<file path="config.mk">
export PLATFORM = sky130hd
export DESIGN_NAME = execute_stage
export DESIGN_NICKNAME = d
export VERILOG_FILES = /design/src/rtl/exec_pkg.sv /design/src/rtl/iterative_multiplier.sv /design/src/rtl/execute_stage.sv
export SDC_FILE = /design/constraint.sdc
export NUM_CORES = 2
export LEC_CHECK = 0
export CAP_MARGIN = 20
export CELL_PAD_IN_SITES_DETAIL_PLACEMENT = 1
export CELL_PAD_IN_SITES_GLOBAL_PLACEMENT = 1
export CORE_ASPECT_RATIO = 0.5
export CORE_MARGIN = 1.5
export CORE_UTILIZATION = 45
export DETAILED_ROUTE_END_ITERATION = 8
export PLACE_DENSITY = 0.93
export SLEW_MARGIN = 40
export SYNTH_ARGS = -nofsm -noshare
export SYNTH_HDL_FRONTEND = slang
export SYNTH_SLANG_ARGS = --single-unit
</file>
<file path="constraint.sdc">
create_clock -name clk -period 11.1 [get_ports clk]
set_input_delay 2.22 -clock clk [delete_from_list [all_inputs] [get_ports clk]]
set_output_delay 2.22 -clock clk [all_outputs]
set_load 0.01 [all_outputs]
</file>
<file path="src/rtl/exec_pkg.sv">
// Shared definitions for the execute stage: ALU opcodes and multiplier FSM states.
package exec_pkg;

    localparam logic [3:0] ALU_ADD   = 4'd0;
    localparam logic [3:0] ALU_SUB   = 4'd1;
    localparam logic [3:0] ALU_AND   = 4'd2;
    localparam logic [3:0] ALU_OR    = 4'd3;
    localparam logic [3:0] ALU_XOR   = 4'd4;
    localparam logic [3:0] ALU_NOR   = 4'd5;
    localparam logic [3:0] ALU_SLL   = 4'd6;
    localparam logic [3:0] ALU_SRL   = 4'd7;
    localparam logic [3:0] ALU_SRA   = 4'd8;
    localparam logic [3:0] ALU_SLT   = 4'd9;
    localparam logic [3:0] ALU_PASSB = 4'd10;
    localparam logic [3:0] ALU_MUL   = 4'd11;

    typedef enum logic [1:0] {
        MUL_IDLE = 2'd0,
        MUL_BUSY = 2'd1,
        MUL_DONE = 2'd2
    } mul_state_t;

    function automatic logic is_mul_op(input logic [3:0] op);
        return op == ALU_MUL;
    endfunction

endpackage

</file>
<file path="src/rtl/iterative_multiplier.sv">
// Shift-and-add multiplier retiring BITS_PER_CYCLE bits of B per clock; holds the
// product in DONE until the downstream register accepts it.
module iterative_multiplier
    import exec_pkg::*;
#(
    parameter int WIDTH          = 64,
    parameter int BITS_PER_CYCLE = 4
) (
    input  logic             clk,
    input  logic             reset,
    input  logic             start,
    input  logic             ack,
    input  logic [WIDTH-1:0] a,
    input  logic [WIDTH-1:0] b,
    output logic             busy,
    output logic             done,
    output logic [WIDTH-1:0] product
);

    localparam int ITERS = WIDTH / BITS_PER_CYCLE;
    localparam int CNT_W = (ITERS > 1) ? $clog2(ITERS) : 1;
    localparam logic [CNT_W-1:0] LAST_ITER = CNT_W'(ITERS - 1);

    mul_state_t       r_state;
    logic [WIDTH-1:0] r_a;
    logic [WIDTH-1:0] r_b;
    logic [WIDTH-1:0] r_acc;
    logic [CNT_W-1:0] r_count;
    logic             r_busy;
    logic             r_done;
    logic [WIDTH-1:0] w_partial;

    // r_a is pre-shifted each iteration, so the current low slice of r_b
    // always lines up with the right weight.
    assign w_partial = r_a * WIDTH'(r_b[BITS_PER_CYCLE-1:0]);

    always_ff @(posedge clk or negedge reset) begin
        if (!reset) begin
            r_state <= MUL_IDLE;
            r_a     <= '0;
            r_b     <= '0;
            r_acc   <= '0;
            r_count <= '0;
            r_busy  <= 1'b0;
            r_done  <= 1'b0;
        end else begin
            case (r_state)
                MUL_IDLE: begin
                    if (start) begin
                        r_a     <= a;
                        r_b     <= b;
                        r_acc   <= '0;
                        r_count <= '0;
                        r_busy  <= 1'b1;
                        r_state <= MUL_BUSY;
                    end
                end
                MUL_BUSY: begin
                    r_acc   <= r_acc + w_partial;
                    r_a     <= r_a << BITS_PER_CYCLE;
                    r_b     <= r_b >> BITS_PER_CYCLE;
                    r_count <= r_count + CNT_W'(1);
                    if (r_count == LAST_ITER) begin
                        r_busy  <= 1'b0;
                        r_done  <= 1'b1;
                        r_state <= MUL_DONE;
                    end
                end
                MUL_DONE: begin
                    if (ack) begin
                        r_done  <= 1'b0;
                        r_state <= MUL_IDLE;
                    end
                end
                default: begin
                    r_busy  <= 1'b0;
                    r_done  <= 1'b0;
                    r_state <= MUL_IDLE;
                end
            endcase
        end
    end

    assign busy    = r_busy;
    assign done    = r_done;
    assign product = r_acc;

endmodule

</file>
<file path="src/rtl/execute_stage.sv">
// Execute stage: combinational ALU and branch compare, MUL through the iterative
// multiplier with upstream stall, results registered into the EX/MEM boundary.
module execute_stage
    import exec_pkg::*;
#(
    parameter int DATAPATH_WIDTH     = 64,
    parameter int REGFILE_ADDR_WIDTH = 5,
    parameter int INST_ADDR_WIDTH    = 9,
    parameter int THREAD_BITS        = 2,
    parameter int MUL_BITS_PER_CYCLE = 4
) (
    input  logic                          clk,
    input  logic                          reset,
    input  logic                          en,
    input  logic [DATAPATH_WIDTH-1:0]     R1_data_in,
    input  logic [DATAPATH_WIDTH-1:0]     R2_data_in,
    input  logic [DATAPATH_WIDTH-1:0]     store_data_in,
    input  logic [REGFILE_ADDR_WIDTH-1:0] WR_addr_in,
    input  logic                          WR_en_in,
    input  logic                          mem_reg_sel_in,
    input  logic                          mem_write_in,
    input  logic [3:0]                    alu_ctrl_in,
    input  logic                          beq_in,
    input  logic                          bneq_in,
    input  logic [INST_ADDR_WIDTH-1:0]    branch_offset_in,
    input  logic [THREAD_BITS-1:0]        thread_id_in,
    output logic [DATAPATH_WIDTH-1:0]     alu_result_out,
    output logic [DATAPATH_WIDTH-1:0]     store_data_out,
    output logic [REGFILE_ADDR_WIDTH-1:0] WR_addr_out,
    output logic                          WR_en_out,
    output logic                          mem_reg_sel_out,
    output logic                          mem_write_out,
    output logic [THREAD_BITS-1:0]        thread_id_out,
    output logic                          branch_taken_out,
    output logic [INST_ADDR_WIDTH-1:0]    branch_offset_out,
    output logic                          stall_out
);

    localparam int SHAMT_W = $clog2(DATAPATH_WIDTH);

    logic [SHAMT_W-1:0]        w_shamt;
    logic                      w_slt;
    logic                      w_is_mul;
    logic                      w_mul_busy;
    logic                      w_mul_done;
    logic [DATAPATH_WIDTH-1:0] w_mul_product;
    logic [DATAPATH_WIDTH-1:0] w_alu_result;
    logic                      w_operands_eq;
    logic                      w_taken;
    logic                      w_stall;

    assign w_shamt  = R2_data_in[SHAMT_W-1:0];
    assign w_slt    = $signed(R1_data_in) < $signed(R2_data_in);
    assign w_is_mul = is_mul_op(alu_ctrl_in);

    iterative_multiplier #(
        .WIDTH          (DATAPATH_WIDTH),
        .BITS_PER_CYCLE (MUL_BITS_PER_CYCLE)
    ) u_mul (
        .clk     (clk),
        .reset   (reset),
        .start   (w_is_mul),
        .ack     (en),
        .a       (R1_data_in),
        .b       (R2_data_in),
        .busy    (w_mul_busy),
        .done    (w_mul_done),
        .product (w_mul_product)
    );

    always_comb begin
        w_alu_result = '0;
        case (alu_ctrl_in)
            ALU_ADD:   w_alu_result = R1_data_in + R2_data_in;
            ALU_SUB:   w_alu_result = R1_data_in - R2_data_in;
            ALU_AND:   w_alu_result = R1_data_in & R2_data_in;
            ALU_OR:    w_alu_result = R1_data_in | R2_data_in;
            ALU_XOR:   w_alu_result = R1_data_in ^ R2_data_in;
            ALU_NOR:   w_alu_result = ~(R1_data_in | R2_data_in);
            ALU_SLL:   w_alu_result = R1_data_in << w_shamt;
            ALU_SRL:   w_alu_result = R1_data_in >> w_shamt;
            ALU_SRA:   w_alu_result = $signed(R1_data_in) >>> w_shamt;
            ALU_SLT:   w_alu_result = {{(DATAPATH_WIDTH-1){1'b0}}, w_slt};
            ALU_PASSB: w_alu_result = R2_data_in;
            // Only reaches the output register in DONE, when the stall has dropped.
            ALU_MUL:   w_alu_result = w_mul_product;
            default:   w_alu_result = '0;
        endcase
    end

    // With both branch types set one of the two terms is always true.
    assign w_operands_eq = (R1_data_in == R2_data_in);
    assign w_taken       = (beq_in & w_operands_eq) | (bneq_in & ~w_operands_eq);

    assign w_stall   = w_mul_busy | (~w_mul_busy & ~w_mul_done & w_is_mul);
    assign stall_out = w_stall;

    always_ff @(posedge clk or negedge reset) begin
        if (!reset) begin
            alu_result_out    <= '0;
            store_data_out    <= '0;
            WR_addr_out       <= '0;
            WR_en_out         <= 1'b0;
            mem_reg_sel_out   <= 1'b0;
            mem_write_out     <= 1'b0;
            thread_id_out     <= '0;
            branch_taken_out  <= 1'b0;
            branch_offset_out <= '0;
        end else if (en) begin
            if (w_stall) begin
                WR_en_out        <= 1'b0;
                mem_reg_sel_out  <= 1'b0;
                mem_write_out    <= 1'b0;
                branch_taken_out <= 1'b0;
            end else begin
                alu_result_out    <= w_alu_result;
                store_data_out    <= store_data_in;
                WR_addr_out       <= WR_addr_in;
                WR_en_out         <= WR_en_in;
                mem_reg_sel_out   <= mem_reg_sel_in;
                mem_write_out     <= mem_write_in;
                thread_id_out     <= thread_id_in;
                branch_taken_out  <= w_taken;
                branch_offset_out <= branch_offset_in;
            end
        end
    end

endmodule

</file>
==> impl_results.md, run 1 <==
- Run status: aborted with a tool error
- Exit stage: 5_1_grt
- Log Error: [ERROR GRT-0232] Routing congestion too high. Check the congestion heatmap in the GUI.
- Cells after Synth: 5,663
- Initial antenna violation count: 57
- Global route overflow: 23
- All-Layer GR Usage: 69.3%
- Async SR Flop Fraction: 100%
- Post-cts hold buffer count: 0
- Yosys warns: 0
- IO Pins: 369
- # rows: 81
- Die Span X: 447 um
- Mapped cell area: 44,300 um2
- Register area share after synthesis: 19.7%
- EDFF count, synth: 0
- Port Buffers: 368
- H-tree Lvls: 2
- RePlAce Congestion: 1.14
- Dpl hpwl: 209,000 um
- Die Y: 225 um
- Initial Util: 45.4%
- Yosys reg bits: 348
- Syn_area_per_cell: 7.82 um2
- Unique masters post-synth: 89
- CTS Buffer Depth: 3
- Ys flop type: dfrtp_1
- Dpl ws: 3.47 ns
- Total CTS buffers: 41
- Setup Fix Bufs, Post-CTS: 0
- Syn_nets: 6,328
- Root buffer cell: clkbuf_16
- Largest net degree at the start of global routing: 139
- CTS Sinks: 348
- PostCTS Resize Cnt: 0
-- logic make-up after synthesis --
| group | share of synthesized area [%] |
|---|---|
| compound gates | 23.7 |
| xor+xnor | 1.68 |
| fa+ha+maj | 15.7 |
| buf+inv | 8.15 |
| flops | 19.7 |
| mux | 11.7 |
| simple gates | 19.5 |
-- synth_stat cells, types with 53 or more instances --
cell type,number,area (um2)
o21bai_1,53,398
a21o_1,58,435
dfrtp_1,348,8710
fa_1,184,3680
inv_1,521,1960
xnor2_1,60,526
nand4_1,62,388
a221oi_1,63,552
mux4_2,117,2640
mux2_2,98,1100
a31oi_1,163,1020
and2_1,246,1540
ha_1,261,3270
nand3_1,98,490
clkbuf_1,295,1110
o21ai_0,345,1730
mux2i_1,116,1160
nor3_1,74,370
a21oi_1,415,2080
a22oi_1,74,556
nand2_1,643,2410
nor2_1,610,2290
-- metal layers --
metal	overflow	track usage, %
met3	13	56.9
met5	0	38.5
met2	4	80.8
met1	2	78.4
met4	4	47.4
-- through the flow --
step	instances	area [um2]	hold WS, ns
after floorplan	5663	44300	0.444
after global placement	7107	49200	0.460
after detailed placement	7110	49300	0.472
after CTS	7183	50700	0.485
==> run 2: changes to the inputs <==
- CELL_PAD_IN_SITES_DETAIL_PLACEMENT: 1 -> unset
- CELL_PAD_IN_SITES_GLOBAL_PLACEMENT: 1 -> unset
- CORE_ASPECT_RATIO: 0.5 -> unset
- CORE_UTILIZATION: 45 -> 30
- PLACE_DENSITY: 0.93 -> unset
- PLACE_DENSITY_LB_ADDON: unset -> 0.15
==> impl_results.md, run 2 <==
- Setup Fix Bufs, Post-CTS: 0 (unchanged)
- Most frequent cells after synthesis: nand2_1, nor2_1, inv_1
- All-Layer GR Usage: 32.1%
- Final worst setup slack: 3.21 ns
- Dpl hpwl: 192,000 um (-8.3%)
- Dpl ws: 3.31 ns (-0.160 ns)
- Initial antenna violation count: 20
- Final wirelength: 248,000 um
- Ys flop type: dfrtp_1
- Yosys warns: 0 (unchanged)
- Async SR Flop Fraction: 100% (unchanged)
- Ratio of cells with drive above 1 in the final layout: 9.18%
- Reg clk slew, reported paths: 0.05 ns
- Mux cell area share after synthesis: 11.7% (unchanged)
- Delay-heaviest family, CP: buffers and inverters
- Global route overflow: 0
- Layout area overhead: 17.2%
- PostCTS Resize Cnt: 0 (unchanged)
- Main combinational cell family by area after synthesis: compound AO/OA/AOI/OAI gates
- CP cell instances: clkdlybuf4s50_1 -> nand2b_1 -> nor2_1 -> nand2_1 -> o21ai_0 -> clkdlybuf4s50_1
- Core area: 146,000 um2
- Routed Antenna Nets: 0
- Initial Util: 30.3% (-15 points)
- Worst min path class: flip-flop to flip-flop
- Port Buffers: 368 (unchanged)
- Critical Path Start Type: primary input
- DR WL/cell: 31.8 um
- Die ar.: 150,000 um2
- Run status: finished clean
- RSZ-0062 raised after global routing: false
- Total CTS buffers: 51 (+24%)
- Largest net degree at the start of global routing: 129
- CTS Sinks: 348 (unchanged)
- CP arrival: 5.67 ns
- EDFF count, synth: 0 (unchanged)
- Number of vias per cell: 6.01
- Die Span X: 387 um (-13%)
- First DRT Iteration DRCs: 5,181
- Vias in the first global route: 45,600
- Met2 routed WL: 109,000 um
- CP dominant cell by count: clkdlybuf4s50_1
- CP Max Fanout: 17
- Worst skew pair latency: 0.68 ns
- Metal-1 WL: 106,000 um
- DR vias: 46,900
- # rows: 140 (+73%)
- Final hold viol count: 0
- CTS tree: done
- RePlAce Congestion: 1.06 (-7.6%)
- Post-route DRC: 0
- Final Skew: 0.0272 ns
- Die Y: 387 um (+72%)
- CTS Buffer Depth: 3 (unchanged)
- Final Cycle Share: 71.1%
- Top post-synthesis cells by area: dfrtp_1, fa_1, ha_1
- Complex-gate fraction of the synthesized area: 23.7% (unchanged)
- Adder-cell share of the synthesized area: 15.7% (unchanged)
- Fin crit period: 7.89 ns
- CP peak stage delay: 0.93 ns
- Setup TNS: 0 ns
- Register Area: 8710 um2
- Fin util: 35.5%
- Simple-gate share of the synthesized area: 19.5% (unchanged)
- Cell with the most instances after synthesis: nand2_1
- Slew headroom: 33.4%
- Cell taking the most area after synthesis: dfrtp_1
- Unique masters post-synth: 89 (unchanged)
- Buf/Inv on CP: 2
- Drt first pass iters: 9
- Syn_nets: 6,328 (unchanged)
- Register area share after synthesis: 19.7% (unchanged)
- Share of the synthesized area in the top cell type: 19.7% (unchanged)
- Met3 WL: 20,400 um
- First-pass GRT wire length: 351,000 um
- # fillers: 15,500
- # nets final: 6,505
- Maximum clock frequency: 127 MHz
- XOR/XNOR share of the synthesized area: 1.68% (unchanged)
- IO Pins: 369 (unchanged)
- Root buffer cell: clkbuf_16
- Yosys reg bits: 348 (unchanged)
- Most common cell after layout, fill and taps aside: nand2_1
- Syn_area_per_cell: 7.82 um2 (unchanged)
- CP required: 8.88 ns
- Crit path max-delay cell type: clkdlybuf4s50_1
- CP endpoint kind: output pin
- WS Path Type: primary input to output pin
- Multi-input logic area: 32,200 um2
- Cells after Synth: 5,663 (unchanged)
- Mapped cell area: 44,300 um2 (unchanged)
- Worst slew pin tran: 0.994 ns
- H-tree Lvls: 2 (unchanged)
- Final setup viols: 0
- Maxcap violations: 0
- Top sig layer: met5
- Slew Limit Fails: 0
- Post-cts hold buffer count: 0 (unchanged)
- Most frequent cells in the layout: nand2_1, nor2_1, inv_1
[run 2: logic make-up after synthesis]
family | after synthesis
buf+inv | 923
compound gates | 1620
flops | 348
mux | 342
simple gates | 1900
xor+xnor | 85
fa+ha+maj | 445
[run 2: area by class of cell]
cell class                 instances  share of cell area (%)
antenna                            3                  0.0145
clock buffer                      72                    2.82
clock inverter                    22                   0.545
inverter                         526                    3.82
multi-input combinational       4392                    62.0
sequential                       348                    16.8
tap                             1917                    4.62
timing repair buffer             521                    9.42
[run 2: final timing paths]
check | from | to | slack [ns] | cells after the start
min in group asynchronous | reset | u_mul.r_b[51]$_DFFE_PN0P_ | 1.56 | 1
setup / recovery | alu_ctrl_in[1] | stall_out | 3.21 | 6
hold / removal | u_mul.r_count[3]$_DFFE_PN0P_ | u_mul.r_count[3]$_DFFE_PN0P_ | 0.47 | 1
max in group asynchronous | reset | store_data_out[8]$_DFFE_PN0P_ | 8.27 | 3
hold reg to reg | u_mul.r_count[3]$_DFFE_PN0P_ | u_mul.r_count[3]$_DFFE_PN0P_ | 0.47 | 1
setup reg to reg | u_mul.r_b[1]$_DFFE_PN0P_ | u_mul.product[62]$_DFFE_PN0P_ | 4.49 | 18
[run 2: metal layers]
metal	vias to the layer above	track usage (%)
met5	-	0
met1	23700	43.6
met4	8	14.2
met3	432	5.61
met2	2332	49.7
li1	20400	-
[run 2: through the flow]
stage | area [um2] | hold slack, ns | std cells
finish | 51900 | 0.475 | 7801
CTS | 51800 | 0.479 | 7794
global placement | 49900 | 0.464 | 7696
floorplan | 44300 | 0.444 | 5663
detailed placement | 50000 | 0.470 | 7700
global route | 51900 | 0.501 | 7799
Power of run 2 is not shown: default switching activity piles up to over one toggle a cycle in this logic, so the estimate is an artifact.
